File: config.mk
export PLATFORM = sky130hd
export DESIGN_NAME = phase_bank
export DESIGN_NICKNAME = d
export VERILOG_FILES = /design/src/rtl/phase_bank_pkg.sv /design/src/rtl/phase_bank_resync.sv /design/src/rtl/phase_bank.sv
export SDC_FILE = /design/constraint.sdc
export NUM_CORES = 1
export LEC_CHECK = 0
export CAP_MARGIN = 20
export CORE_MARGIN = 2
export CORE_UTILIZATION = 49
export DETAILED_ROUTE_END_ITERATION = 10
export PLACE_DENSITY = 0.73
export SYNTH_ARGS = -nofsm -noshare
export SYNTH_HDL_FRONTEND = slang
export SYNTH_HIERARCHICAL = 1
export SYNTH_SLANG_ARGS = --single-unit
File: constraint.sdc
create_clock -name clk -period 3.75 [get_ports clk]
set_clock_uncertainty 0.1 [all_clocks]
set_input_delay 0.75 -clock clk [delete_from_list [all_inputs] [get_ports clk]]
set_output_delay 0.75 -clock clk [all_outputs]
set_load 0.05 [all_outputs]
File: src/rtl/phase_bank_pkg.sv
// Shared definitions for the phase_bank command parser: opcodes, parser
// states and the header channel-field width.
package phase_bank_pkg;

    localparam int CH_FIELD_W = 6;

    localparam logic [1:0] OP_SET_OFFSET = 2'b00;
    localparam logic [1:0] OP_SET_OE     = 2'b01;
    localparam logic [1:0] OP_COMMIT     = 2'b10;
    localparam logic [1:0] OP_SET_DIVIDE = 2'b11;

    typedef enum logic [1:0] {
        ST_IDLE   = 2'b00,
        ST_PAY_HI = 2'b01,
        ST_PAY_LO = 2'b10,
        ST_RESYNC = 2'b11
    } state_t;

    // True when a header channel field addresses an implemented channel.
    function automatic logic ch_in_range(input logic [CH_FIELD_W-1:0] ch, input int nch);
        ch_in_range = (int'(ch) < nch);
    endfunction

endpackage

File: src/rtl/phase_bank_resync.sv
// Re-phase pulse generator: holds rephase_n low for RESYNC_CYCLES clocks after
// a load (or after reset release) and flags the final low cycle on done.
module phase_bank_resync #(
    parameter int RESYNC_CYCLES = 4
) (
    input  logic clk,
    input  logic rst,
    input  logic load,
    output logic rephase_n,
    output logic done
);

    localparam int CW = $clog2(RESYNC_CYCLES + 1);

    logic [CW-1:0] cnt_r;
    logic [CW-1:0] cnt_nxt_s;
    logic          rephase_n_r;
    logic          done_r;

    // Next count: reload on request, otherwise run down to zero and hold.
    always_comb begin
        cnt_nxt_s = cnt_r;
        if (load) begin
            cnt_nxt_s = CW'(RESYNC_CYCLES);
        end else if (cnt_r != {CW{1'b0}}) begin
            cnt_nxt_s = cnt_r - CW'(1);
        end else begin
            cnt_nxt_s = cnt_r;
        end
    end

    // Counter and strobe registers; reset starts a full pulse so channels release together.
    always_ff @(posedge clk or negedge rst) begin
        if (!rst) begin
            cnt_r       <= CW'(RESYNC_CYCLES);
            rephase_n_r <= 1'b0;
            done_r      <= (RESYNC_CYCLES == 1);
        end else begin
            cnt_r       <= cnt_nxt_s;
            rephase_n_r <= (cnt_nxt_s == {CW{1'b0}});
            done_r      <= (cnt_nxt_s == CW'(1));
        end
    end

    assign rephase_n = rephase_n_r;
    assign done      = done_r;

endmodule

File: src/rtl/phase_bank.sv
// Byte-command parser holding shadow/active channel offsets, output enables and
// the shared divide. Optional partial-frame timeout: PHASE_BANK_TIMEOUT_EN.
module phase_bank
    import phase_bank_pkg::*;
#(
    parameter int NCH            = 16,
    parameter int OFFSET_WIDTH   = 11,
    parameter int DIVIDE_RESET   = 624,
    parameter int RESYNC_CYCLES  = 4,
    parameter int TIMEOUT_CYCLES = 500000
) (
    input  logic                        clk,
    input  logic                        rst,
    input  logic [7:0]                  rx_data,
    input  logic                        rx_valid,
    output logic                        rx_ready,
    output logic [NCH*OFFSET_WIDTH-1:0] offsets,
    output logic [NCH-1:0]              oe,
    output logic [OFFSET_WIDTH-2:0]     divide,
    output logic                        rephase_n,
    output logic                        busy,
    output logic                        err
);

    localparam int OW = OFFSET_WIDTH;
    localparam int DW = OFFSET_WIDTH - 1;

    state_t                  state_r;
    state_t                  state_nxt_s;
    logic [1:0]              op_r;
    logic [CH_FIELD_W-1:0]   ch_r;
    logic [7:0]              hi_r;
    logic [OW-1:0]           shadow_r [NCH];
    logic [DW-1:0]           shadow_div_r;
    logic [DW-1:0]           divide_r;
    logic [NCH*OW-1:0]       offsets_r;
    logic [NCH-1:0]          oe_r;
    logic                    err_r;
    logic                    rx_ready_r;
    logic                    busy_r;

    logic                    hs_s;
    logic [15:0]             val_s;
    logic [OW-1:0]           off_s;
    logic [DW-1:0]           div_s;
    logic                    wr_off_s;
    logic                    wr_oe_s;
    logic                    wr_div_s;
    logic                    commit_s;
    logic                    set_err_s;
    logic                    clr_err_s;
    logic                    rs_done_s;
    logic                    timeout_s;
    logic                    unused_val_s;

    assign hs_s         = rx_valid && rx_ready_r;
    assign val_s        = {hi_r, rx_data};
    assign off_s        = val_s[OW-1:0];
    assign div_s        = val_s[DW-1:0];
    assign unused_val_s = ^val_s;

`ifdef PHASE_BANK_TIMEOUT_EN
    logic [31:0] to_cnt_r;

    // Idle-time counter for a partially received frame; any handshake restarts it.
    always_ff @(posedge clk or negedge rst) begin
        if (!rst) begin
            to_cnt_r <= 32'd0;
        end else if (hs_s || (state_r == ST_IDLE) || (state_r == ST_RESYNC)) begin
            to_cnt_r <= 32'd0;
        end else begin
            to_cnt_r <= to_cnt_r + 32'd1;
        end
    end

    assign timeout_s = ((state_r == ST_PAY_HI) || (state_r == ST_PAY_LO)) && !hs_s &&
                       (to_cnt_r == 32'(TIMEOUT_CYCLES - 1));
`else
    assign timeout_s = 1'b0;
`endif

    // Parser next state and write/commit/error decisions for this cycle.
    always_comb begin
        state_nxt_s = state_r;
        wr_off_s    = 1'b0;
        wr_oe_s     = 1'b0;
        wr_div_s    = 1'b0;
        commit_s    = 1'b0;
        set_err_s   = 1'b0;
        clr_err_s   = 1'b0;
        case (state_r)
            ST_IDLE: begin
                if (hs_s) begin
                    case (rx_data[7:6])
                        OP_SET_OFFSET, OP_SET_DIVIDE: state_nxt_s = ST_PAY_HI;
                        OP_SET_OE:                    state_nxt_s = ST_PAY_LO;
                        OP_COMMIT: begin
                            if (rx_data[5:0] == 6'd0) begin
                                commit_s    = 1'b1;
                                state_nxt_s = ST_RESYNC;
                            end else if (rx_data[5:0] == 6'd1) begin
                                clr_err_s = 1'b1;
                            end else begin
                                set_err_s = 1'b1;
                            end
                        end
                        default: state_nxt_s = ST_IDLE;
                    endcase
                end else begin
                    state_nxt_s = ST_IDLE;
                end
            end
            ST_PAY_HI: begin
                if (hs_s) begin
                    state_nxt_s = ST_PAY_LO;
                end else begin
                    state_nxt_s = ST_PAY_HI;
                end
            end
            ST_PAY_LO: begin
                if (hs_s) begin
                    state_nxt_s = ST_IDLE;
                    case (op_r)
                        OP_SET_OFFSET: begin
                            // Offset counter start may not exceed the divide it counts against.
                            if (ch_in_range(ch_r, NCH) && (off_s[DW-1:0] <= shadow_div_r)) begin
                                wr_off_s = 1'b1;
                            end else begin
                                set_err_s = 1'b1;
                            end
                        end
                        OP_SET_OE: begin
                            if (ch_in_range(ch_r, NCH)) begin
                                wr_oe_s = 1'b1;
                            end else begin
                                set_err_s = 1'b1;
                            end
                        end
                        OP_SET_DIVIDE: begin
                            if (div_s != {DW{1'b0}}) begin
                                wr_div_s = 1'b1;
                            end else begin
                                set_err_s = 1'b1;
                            end
                        end
                        default: state_nxt_s = ST_IDLE;
                    endcase
                end else begin
                    state_nxt_s = ST_PAY_LO;
                end
            end
            ST_RESYNC: begin
                if (rs_done_s) begin
                    state_nxt_s = ST_IDLE;
                end else begin
                    state_nxt_s = ST_RESYNC;
                end
            end
            default: state_nxt_s = ST_IDLE;
        endcase
        if (timeout_s) begin
            state_nxt_s = ST_IDLE;
            set_err_s   = 1'b1;
        end else begin
            set_err_s   = set_err_s;
        end
    end

    // Parser state, frame capture registers and handshake/status outputs.
    always_ff @(posedge clk or negedge rst) begin
        if (!rst) begin
            state_r    <= ST_RESYNC;
            op_r       <= 2'b00;
            ch_r       <= {CH_FIELD_W{1'b0}};
            hi_r       <= 8'h00;
            err_r      <= 1'b0;
            rx_ready_r <= 1'b0;
            busy_r     <= 1'b1;
        end else begin
            state_r    <= state_nxt_s;
            rx_ready_r <= (state_nxt_s != ST_RESYNC);
            busy_r     <= (state_nxt_s == ST_RESYNC);
            if (hs_s && (state_r == ST_IDLE)) begin
                op_r <= rx_data[7:6];
                ch_r <= rx_data[5:0];
            end
            if (hs_s && (state_r == ST_PAY_HI)) begin
                hi_r <= rx_data;
            end
            if (set_err_s) begin
                err_r <= 1'b1;
            end else if (clr_err_s) begin
                err_r <= 1'b0;
            end
        end
    end

    // Shadow/active configuration; active copies move only on commit, oe acts at once.
    always_ff @(posedge clk or negedge rst) begin
        if (!rst) begin
            for (int i = 0; i < NCH; i++) begin
                shadow_r[i] <= {OW{1'b0}};
            end
            shadow_div_r <= DW'(DIVIDE_RESET);
            divide_r     <= DW'(DIVIDE_RESET);
            offsets_r    <= {(NCH*OW){1'b0}};
            oe_r         <= {NCH{1'b0}};
        end else begin
            for (int i = 0; i < NCH; i++) begin
                if (wr_off_s && (ch_r == CH_FIELD_W'(i))) begin
                    shadow_r[i] <= off_s;
                end
                if (wr_oe_s && (ch_r == CH_FIELD_W'(i))) begin
                    oe_r[i] <= rx_data[0];
                end
                if (commit_s) begin
                    offsets_r[i*OW +: OW] <= shadow_r[i];
                end
            end
            if (wr_div_s) begin
                shadow_div_r <= div_s;
            end
            if (commit_s) begin
                divide_r <= shadow_div_r;
            end
        end
    end

    phase_bank_resync #(
        .RESYNC_CYCLES (RESYNC_CYCLES)
    ) u_resync (
        .clk       (clk),
        .rst       (rst),
        .load      (commit_s),
        .rephase_n (rephase_n),
        .done      (rs_done_s)
    );

    assign rx_ready = rx_ready_r;
    assign offsets  = offsets_r;
    assign oe       = oe_r;
    assign divide   = divide_r;
    assign busy     = busy_r;
    assign err      = err_r;

endmodule

Word-level counts from Yosys, hierarchy flattened
Index checks and enable logic that the tools add are counted. W data, S select, Z words.

Add/sub/neg operators: 1. Order comparisons: 2. Eq/ne operators: 27. Mux-type cells: 42. Reductions and logical operators: 46.

Operator list (count): $eq A6 B4 Y1 const B (8); $logic_and A1 B1 Y1 (36); $mux W1 (31); $eq A6 B3 Y1 const B (4); $eq A2 B2 Y1 const B (6); $eq A6 B1 Y1 const B (2); $eq A6 B2 Y1 const B (2); $logic_not A6 Y1 (2); $le A10 B10 Y1 (1); $mux W2 (5); $reduce_bool A10 Y1 (1); $pmux W2 S4 (1); $eq A2 B1 Y1 const B (3); $logic_not A2 Y1 (3); $lt A6 B5 Y1 const B (1); $mux W3 (2); $pmux W2 S3 (1); $eq A3 B1 Y1 const B (1); $logic_not A3 Y1 (1); $pmux W1 S3 (1); $reduce_bool A3 Y1 (1); $sub A3 B1 Y3 const B (1); $ne A2 B2 Y1 const B (1); $pmux W1 S2 (1); 2 further kinds (2).

Bits in registers: 409. Input bits: 11. Output and inout bits: 206. Word-level logic and storage cells: 163.

Logic depth before layout (Yosys ltp)
Gate-level depths: netlist of run 1.

Depth after elaboration: 8. Depth in mapped cells: 9. Mapped depth without buffers: 7.

Modules after synthesis
Netlist of run 1, hierarchy kept.

Modules (own cells, without submodules): phase_bank (instances 1, cells an instance 1444, area each 15666.3 um^2, sequential area each 10123.5 um^2); phase_bank_resync (instances 1, cells an instance 23, area each 256.5 um^2, sequential area each 126.4 um^2).

Least setup slack after synthesis of run 1
OpenSTA, ideal clock, no wires.

Path kind: input to register. From: in rx_data[7]. To: reg shadow_r[67] (netlist name). Setup time: 0.130 ns. Arrival time: 2.425 ns. Data required time: 3.520 ns. Setup slack: 1.095 ns. Cell stages on the path: 8. Path buffers: 2. Cell sequence: ha_1 a211oi_1 nor2_1 a2111oi_2 buf_4 o2111ai_1 clkbuf_1 o2bb2ai_1.

Cells in the longest elaborated chain, start to end: 7.

Ends and longest elaborated chain: start: declaration (RTL line phase_bank.sv:14) `input logic [7:0] rx_data,`; $le A10 B10 Y1 (RTL line phase_bank.sv:126) `if (ch_in_range(ch_r, NCH) && (off_s[DW-1:0] <= shadow_div_r)) begin`; $logic_and A1 B1 Y1 (RTL line phase_bank.sv:126); $mux W1 (RTL line phase_bank.sv:126); $mux W1 (RTL line phase_bank.sv:123) `case (op_r)`; $mux W1 (RTL line phase_bank.sv:121) `if (hs_s) begin`; $mux W1 (RTL line phase_bank.sv:91) `case (state_r)`; $logic_and A1 B1 Y1 (RTL line phase_bank.sv:210) `if (wr_off_s && (ch_r == CH_FIELD_W'(i))) begin`; end signal: indexed assignment (RTL line phase_bank.sv:202) `shadow_r[i] <= {OW{1'b0}};`; end signal: indexed assignment (RTL line phase_bank.sv:211) `shadow_r[i] <= off_s;`; end: declaration (RTL line phase_bank.sv:33) `logic [OW-1:0] shadow_r [NCH];`.

Every way passes these cells. A chain may end at the register's enable or synchronous reset.

Worst setup path after layout of run 1
From: in rx_data[7]. To: reg shadow_r[169] (netlist name).

The elaborated chain is that of the path after synthesis.

==> results of run 1 <==
-- worst max-delay path: cells and delay by family --
kind	cells	cell delay, ns
AOI/OAI and AO/OA	4	1.56
buffers and inverters	2	0.74
adders and majority gates	1	0.35
and+or+nand+nor	1	0.11
-- area by class of cell --
type                            count  area, sq um  share of cell area (%)
Clock buffer                       61         1234                   6.133
Clock inverter                     12        150.1                  0.7464
Inverter                           20        77.57                  0.3856
Multi-Input combinational cell    946         5190                   25.80
Sequential cell                   409        10250                   50.95
Tap cell                          442        553.0                   2.749
Timing Repair Buffer              267         2663                   13.24
-- power breakdown --
part           total [W]  leakage [nW]  internal, W  switching (W)
clock network    0.00416         0.672      0.00249        0.00167
registers        0.00498          5.62      0.00472       0.000253
logic            0.00174          3.33     0.000579        0.00116
total             0.0109          9.62      0.00779        0.00308
-- logic make-up after synthesis --
logic type	after synthesis	synth area share [%]
and+or+nand+nor	667	16.56
DFF	409	64.37
AOI/OAI and AO/OA	229	12.13
buffers and inverters	112	3.300
muxes	33	2.318
adders and majority gates	16	1.257
xor gates and xnor gates	1	0.05502
-- per-layer routing --
layer	vias to the layer above	track usage, %	share of wire [%]
met5	-	0	0
met4	0	7.424	2.2
met3	77	3.734	5.3
met2	370	38.75	47
met1	5873	36.21	46
li1	5387	-	-
-- flip-flops by register name, indices dropped and copies added (netlist names) --
register / count
state_r: 2
busy: 1
ch_r: 6
err: 1
hi_r: 3
rx_ready: 1
u_resync/cnt_r: 3
shadow_r: 176
u_resync/rephase_n: 1
u_resync/done: 1
divide: 10
op_r: 2
oe: 16
offsets: 176
shadow_div_r: 10
-- cell usage in the layout, fill, tap and decap left out, types with 2 or more instances in the layout --
cell type,synthesis,final
or2_2,2,2
o22ai_1,2,2
mux2_1,7,7
buf_4,15,42
clkinvlp_4,0,3
dfstp_2,12,12
ha_1,16,16
and3_1,2,2
clkinv_2,0,4
or3b_1,2,2
clkdlybuf4s50_1,0,215
buf_12,0,9
and2_1,2,2
nand4_1,3,3
mux2_2,24,24
a211oi_1,3,3
o211ai_4,1,3
o211ai_1,2,2
nor2b_1,2,2
and4b_1,2,2
o2bb2ai_1,176,176
clkbuf_1,36,9
nand3b_1,4,4
nand3_1,3,3
inv_1,19,19
nor2_1,14,14
a21oi_1,8,8
o2111ai_1,15,15
nand2_1,618,618
dfrtp_1,397,397
clkbuf_16,0,43
clkbuf_8,0,9
bufinv_16,0,3
o21ai_0,14,14
mux2i_1,2,2
-- through the flow --
| step | setup WS [ns] | hold slack, ns | power [W] | instance area (sq um) | utilization (%) |
|---|---|---|---|---|---|
| after floorplan | 1.095 | 0.3393 | 0.006002 | 15920 | - |
| after global placement | 0.08879 | 0.3572 | 0.006705 | 18730 | 57.99 |
| after detailed placement | 0.004570 | 0.3510 | 0.006753 | 18730 | 57.99 |
| after CTS | 0.5701 | 0.1529 | 0.01091 | 20110 | 62.28 |
| after global routing | 0.3807 | 0.1641 | 0.01130 | 20120 | 62.30 |
| final | 0.5289 | 0.1228 | 0.01087 | 20120 | 62.30 |
-- path summary, 6_finish.rpt --
| path | cells after the start | end | startpoint | slack [ns] |
|---|---|---|---|---|
| min reg2reg | 2 | offsets[88] | shadow_r[77] | 0.37 |
| max | 8 | shadow_r[169] | rx_data[7] | 0.53 |
| min in group clk | 2 | offsets[88] | shadow_r[77] | 0.37 |
| max in group asynchronous | 2 | oe[12] | rst | 2.51 |
| max reg2reg | 8 | shadow_r[169] | shadow_div_r[5] | 0.68 |
| min | 1 | offsets[151] | rst | 0.12 |
==> impl_summary.md, run 1 <==
Outcome
The run finished with clean final reports.

Power
The power density over the cells is 540.3 nW/um^2. VDD sags by at most 0.3453 mV. The leakage power total is 9.625 nW.

Placement
Detailed placement ended at an HPWL of 27200 microns. The count of buffers added on input and output ports is 216. The placer's final routability congestion estimate is 0.8377. In this run, placement finished with an instance count of 2083.

Logic synthesis
The biggest area consumer among synthesized cells is dfrtp_1. For this run, the number of Yosys warnings is 6. The area share of the leading cell type in the synthesized netlist is 62.39%.

The cell area that synthesis handed to floorplanning was 15920 sq um. In the post-synthesis netlist, the biggest area contributors are dfrtp_1, nand2_1, o2bb2ai_1. The average instance in the mapped netlist occupies 10.85 sq um. The number of distinct library cells after synthesis is 51. Among all cell types in the netlist, the one instantiated most often is nand2_1.

The number of instances in the synthesized netlist is 1467. For this run, the leading register cell type out of synthesis is dfrtp_1. After synthesis, the most frequently instantiated cells are nand2_1, dfrtp_1, o2bb2ai_1. When the netlist entered floorplanning its net count stood at 1494. Of all flip-flops after synthesis, the portion carrying an async set or reset was 100.0%. Counting flops and latches in the post-synthesis netlist gives 409. After synthesis, flip-flops and latches occupy 64.37% of the total area. The synthesized design contains 0 enable-type register cells.

Global route
For this run the aggregate overflow at the end of global routing stands at 0. The overall fraction of global-route tracks in use is 24.80%. Entering global routing, the biggest net connects 87 pins. The number of antenna violations at the first check in global routing is 0. The via count of the first global-routing pass was 11770. The first-pass GRT wire length is 65530 microns.

Setup path
The launching element type of the critical path is an input port. The maximum cell stage delay along the critical path is 0.60 ns. The arrival time of data at the critical path endpoint is 3.52 ns.

The worst setup path is of the input port to register kind. STA classifies the critical path endpoint as a register. Among all stages on the critical path, the largest delay is contributed by a2111oi_4. The data required time of the worst path is 4.05 ns. The signal on the critical path passes through clkdlybuf4s50_1 > ha_1 > a211oi_1 > nor2_1 > a2111oi_4 > buf_12 > o2111ai_1 > o2bb2ai_1.

The biggest fanout along the worst timing path is 16.

Floorplan
The core footprint is 32290 sq um. For this configuration, the core starts out at a cell density of 49.31%. The floorplan step defined a die boundary enclosing 33950 sq um.

The number of ports placed on the die boundary is 217. The die is 184.3 microns wide. The placement row count is 66. From bottom edge to top edge, the die measures 184.3 microns.

Timing
The headroom to the max-slew limit is 29.58%. The maximum clock frequency is 310.5 MHz. The hold violation total from the final report came to 0. The final count of pins violating max slew is 0. The clock period minus final worst setup slack is 3.221 ns. The sum of negative setup slack is 0 ns.

The final count of negative-setup-slack endpoints is 0. Setup repair after global routing left no endpoint under its margin. The slew of the pin with the lowest slew margin is 1.052 ns. After layout, the worst path uses 85.90% of the clock period.

Clocking
TritonCTS built the clock tree. The number of buffers inserted by post-CTS setup repair is 0. The number of buffers created by CTS is 42. Hold repair after CTS inserted 0 buffers. Clock latency on the worst-skew pair, taken at its later pin, is 0.53 ns. The clock drives 409 sinks. Clock-pin slew was measured on the worst setup and hold paths at 0.07 ns. CTS built an H-tree with a depth of 2. Counting along the longest clock path gives a buffer depth of 3. Clock tree synthesis selected as its root buffer the cell clkbuf_16. The post-CTS resize count is 0.

Routing
The post-detailed-routing wire length is 40990 microns. The pre-antenna-repair detailed-routing pass consisted of 7 iterations. The vias per cell is 5.427. The starting DRC count in detailed routing is 809. In the final routed layout, each cell accounts on average for 19.00 microns. The final route contains 11710 vias. The DRC violations left is 0. Once detail routing completed, the nets flagged for antenna violations numbered 0.

Layout
The number of antenna diodes in the final layout is 0. After filler insertion, the fill cell instance count of the layout stands at 2603. Of the cells placed in the final design, the portion with a size suffix greater than 1 is 9.679%.

Relative to the synthesized area, the layout overhead comes to 26.34%. The post-layout net count is 1713. The number of standard cells in the final layout excluding fillers is 2157.

Worst hold path
The type of the most critical hold path is input port to async pin.

Job
The max-cap violation count is 0.
Note: power is estimated with default switching activity, not from simulation.
==> inputs of run 2 (changes only) <==
--- a/constraint.sdc
+++ b/constraint.sdc
@@ -3,3 +3,3 @@
 set_input_delay 0.75 -clock clk [delete_from_list [all_inputs] [get_ports clk]]
 set_output_delay 0.75 -clock clk [all_outputs]
-set_load 0.05 [all_outputs]
+set_load 0.1 [all_outputs]
==> impl_summary.md, run 2 (synthesized netlist as in run 1, its figures left out) <==
Setup path
The launch point of the worst reg-to-reg path is shadow_div_r[5]. Of all nets on the critical path, the largest fanout is 16. The launching element type of the critical path is an input port.

In this run the worst setup path begins at rx_data[5]. The critical path endpoint category is a register. The signal on the critical path passes through clkdlybuf4s50_1 > ha_1 > a21oi_1 > o21ai_1 > a2111oi_4 > buf_12 > o2111ai_1 > o2bb2ai_1.

The worst-path cell with the longest stage delay is a2111oi_4. The maximum cell stage delay along the critical path is 0.64 ns. The worst setup path is of the input port to register kind. The arrival time of data at the critical path endpoint is 3.46 ns. The data required time of the worst path is 4.06 ns.

Timing
Setup violations remaining at the end of the flow were counted as 0. In this run the tightest slew margin relative to its limit is 28.05%. The maximum clock frequency is 316.6 MHz. The hold violation total from the final report is 0. The tightest hold margin is 0.09146 ns.

At the pin with the least slew margin, the transition time is 1.076 ns. Setup repair after global routing left no endpoint under its margin. Adding up every negative setup slack in the final design gives 0 ns. The worst-case setup margin in the final layout is 0.5919 ns. The final count of pins violating max slew was 0. The final critical path takes up 84.22% of the cycle. For the finished layout, the period the worst path requires is 3.158 ns.

Routing
The routed length on met2 is 18950 microns. The remaining antenna violation count after routing is 0. After detailed routing, the number of remaining DRC violations is 0. In the detailed route, the total length drawn on met3 is 2367 microns. In the final routed layout, each cell accounts on average for 18.93 microns. In the routed layout, each cell is associated on average with a via count of 5.401. Summing over every cut layer, the via total after detailed routing is 11680. The post-detailed-routing wire length is 40920 microns. The number of iterations in the first detailed-routing pass is 5. The starting DRC count in detailed routing is 801. The wire length the detailed router placed on met1 is 18320 microns.

Signal routing reaches up to met4.

Clocking
The clock tree root buffer cell is clkbuf_16. Clock-pin slew was measured on the worst setup and hold paths at 0.06 ns. The post-CTS resize count is 0. The CTS sink count is 409. The TritonCTS clock tree is done. The number of buffers inserted by post-CTS setup repair is 0. The clock reaches the later pin of the worst-skew pair after 0.54 ns. The number of buffers created by CTS is 42.

In this run the number of H-tree levels came out at 2. The maximum buffer depth of the clock tree is 3. The number of buffers inserted for hold repair after clock tree synthesis is 0.

Power
The maximum VDD drop is 0.3685 mV. The power density over the cells is 560.9 nW/um^2. The analysis attributes to cell leakage a power of 9.720 nW.

Floorplan
The die is 184.3 microns tall. In this run the standard cell core region covers 32290 sq um. For this configuration, the core starts out at a cell density of 49.31%.

217 I/O pins were placed. The floorplan has 66 rows. The die covers 33950 sq um. The horizontal extent of the die is 184.3 microns.

Worst hold path
The type of the most critical hold path is input port to async pin.

Placement
The number of placed instances, taps included is 2084. Before CTS, the worst setup slack after placement is 0.07189 ns. The placer's final routability congestion estimate is 0.8454.

The count of buffers inserted at the top-level ports is 216. The wire-length estimate of the detail-placed layout is 27170 microns.

Global route
Entering global routing, the biggest net connects 97 pins. The number of antenna violations at the first check in global routing came to 0. Across every metal layer, demand over resource in global routing totals 24.94%. The via count of the first global-routing pass is 11870.

The total global routing overflow is 0. The first global-routing pass estimated 65980 microns of wire.

Layout
The number of standard cells in the final layout excluding fillers is 2162. The antenna diode instance count is 0. The post-layout net count is 1715. The top cell types in the final layout, fill and taps aside, are nand2_1, dfrtp_1, clkdlybuf4s50_1, o2bb2ai_1, buf_4.

The most common cell after layout, fill and taps aside is nand2_1. Cells fill 62.67% of the core in the end. The share of layout cells above drive strength 1 is 10.76%. Counting the fill cells in the layout gives 2605. From synthesis to final layout, the design area changed by 27.09%.

Outcome
The run finished with clean final reports.

Job
Across the run, the number of max-cap violations was 0.
-- run 2: changes by cell type in the layout (fill, tap and decap cells not counted) --
| cell | delta |
|---|---|
| buf_4 | +13 |
| bufinv_16 | +5 |
| clkbuf_1 | -3 |
| clkbuf_8 | -2 |
| clkdlybuf4s50_1 | -11 |
| clkinv_2 | +2 |
| clkinv_4 | +2 |
| clkinvlp_4 | -1 |
-- run 2: final cells by class --
type / instances / area [sq um] / area share [%]
sequential: 409 / 10250 / 50.65
clock inverter: 20 / 320.3 / 1.583
inverter: 20 / 77.57 / 0.3834
timing repair buffer: 269 / 2650 / 13.10
multi-input combinational: 946 / 5190 / 25.65
tap: 442 / 553.0 / 2.733
clock buffer: 56 / 1195 / 5.905
-- run 2: metrics by stage --
stage                     power [W]  instance area (sq um)
after floorplan            0.006134                  15920
after global placement     0.006833                  18710
after detailed placement   0.006874                  18710
after CTS                   0.01139                  20220
after global routing        0.01179                  20240
final                       0.01135                  20240
-- run 2: critical path: cells and delay by family --
family / cells / cell delay [ns]
buffers and inverters: 2 / 0.67
adder cells (fa/ha/maj): 1 / 0.34
AO/OA/AOI/OAI: 5 / 1.69
-- run 2: per-layer routing --
metal / up-vias / global-route usage (%)
met5: - / 0
met4: 0 / 8.352
met3: 90 / 4.959
met2: 387 / 38.58
met1: 5820 / 35.57
li1: 5380 / -
-- run 2: final timing paths --
kind                                  to  slack, ns  depth (start not counted)
min in group clk             offsets[64]       0.37                          2
hold reg to reg              offsets[64]       0.37                          2
hold / removal              offsets[163]       0.09                          1
max in group asynchronous         oe[12]       2.47                          2
setup / recovery           shadow_r[160]       0.59                          8
setup reg to reg           shadow_r[160]       0.70                          8
-- run 2: report_power, final --
group	internal [W]	switching (W)	leakage (nW)	total, W
Clock	0.00280	0.00172	0.741	0.00451
Combinational	0.000572	0.00129	3.36	0.00187
Sequential	0.00472	0.000248	5.62	0.00497
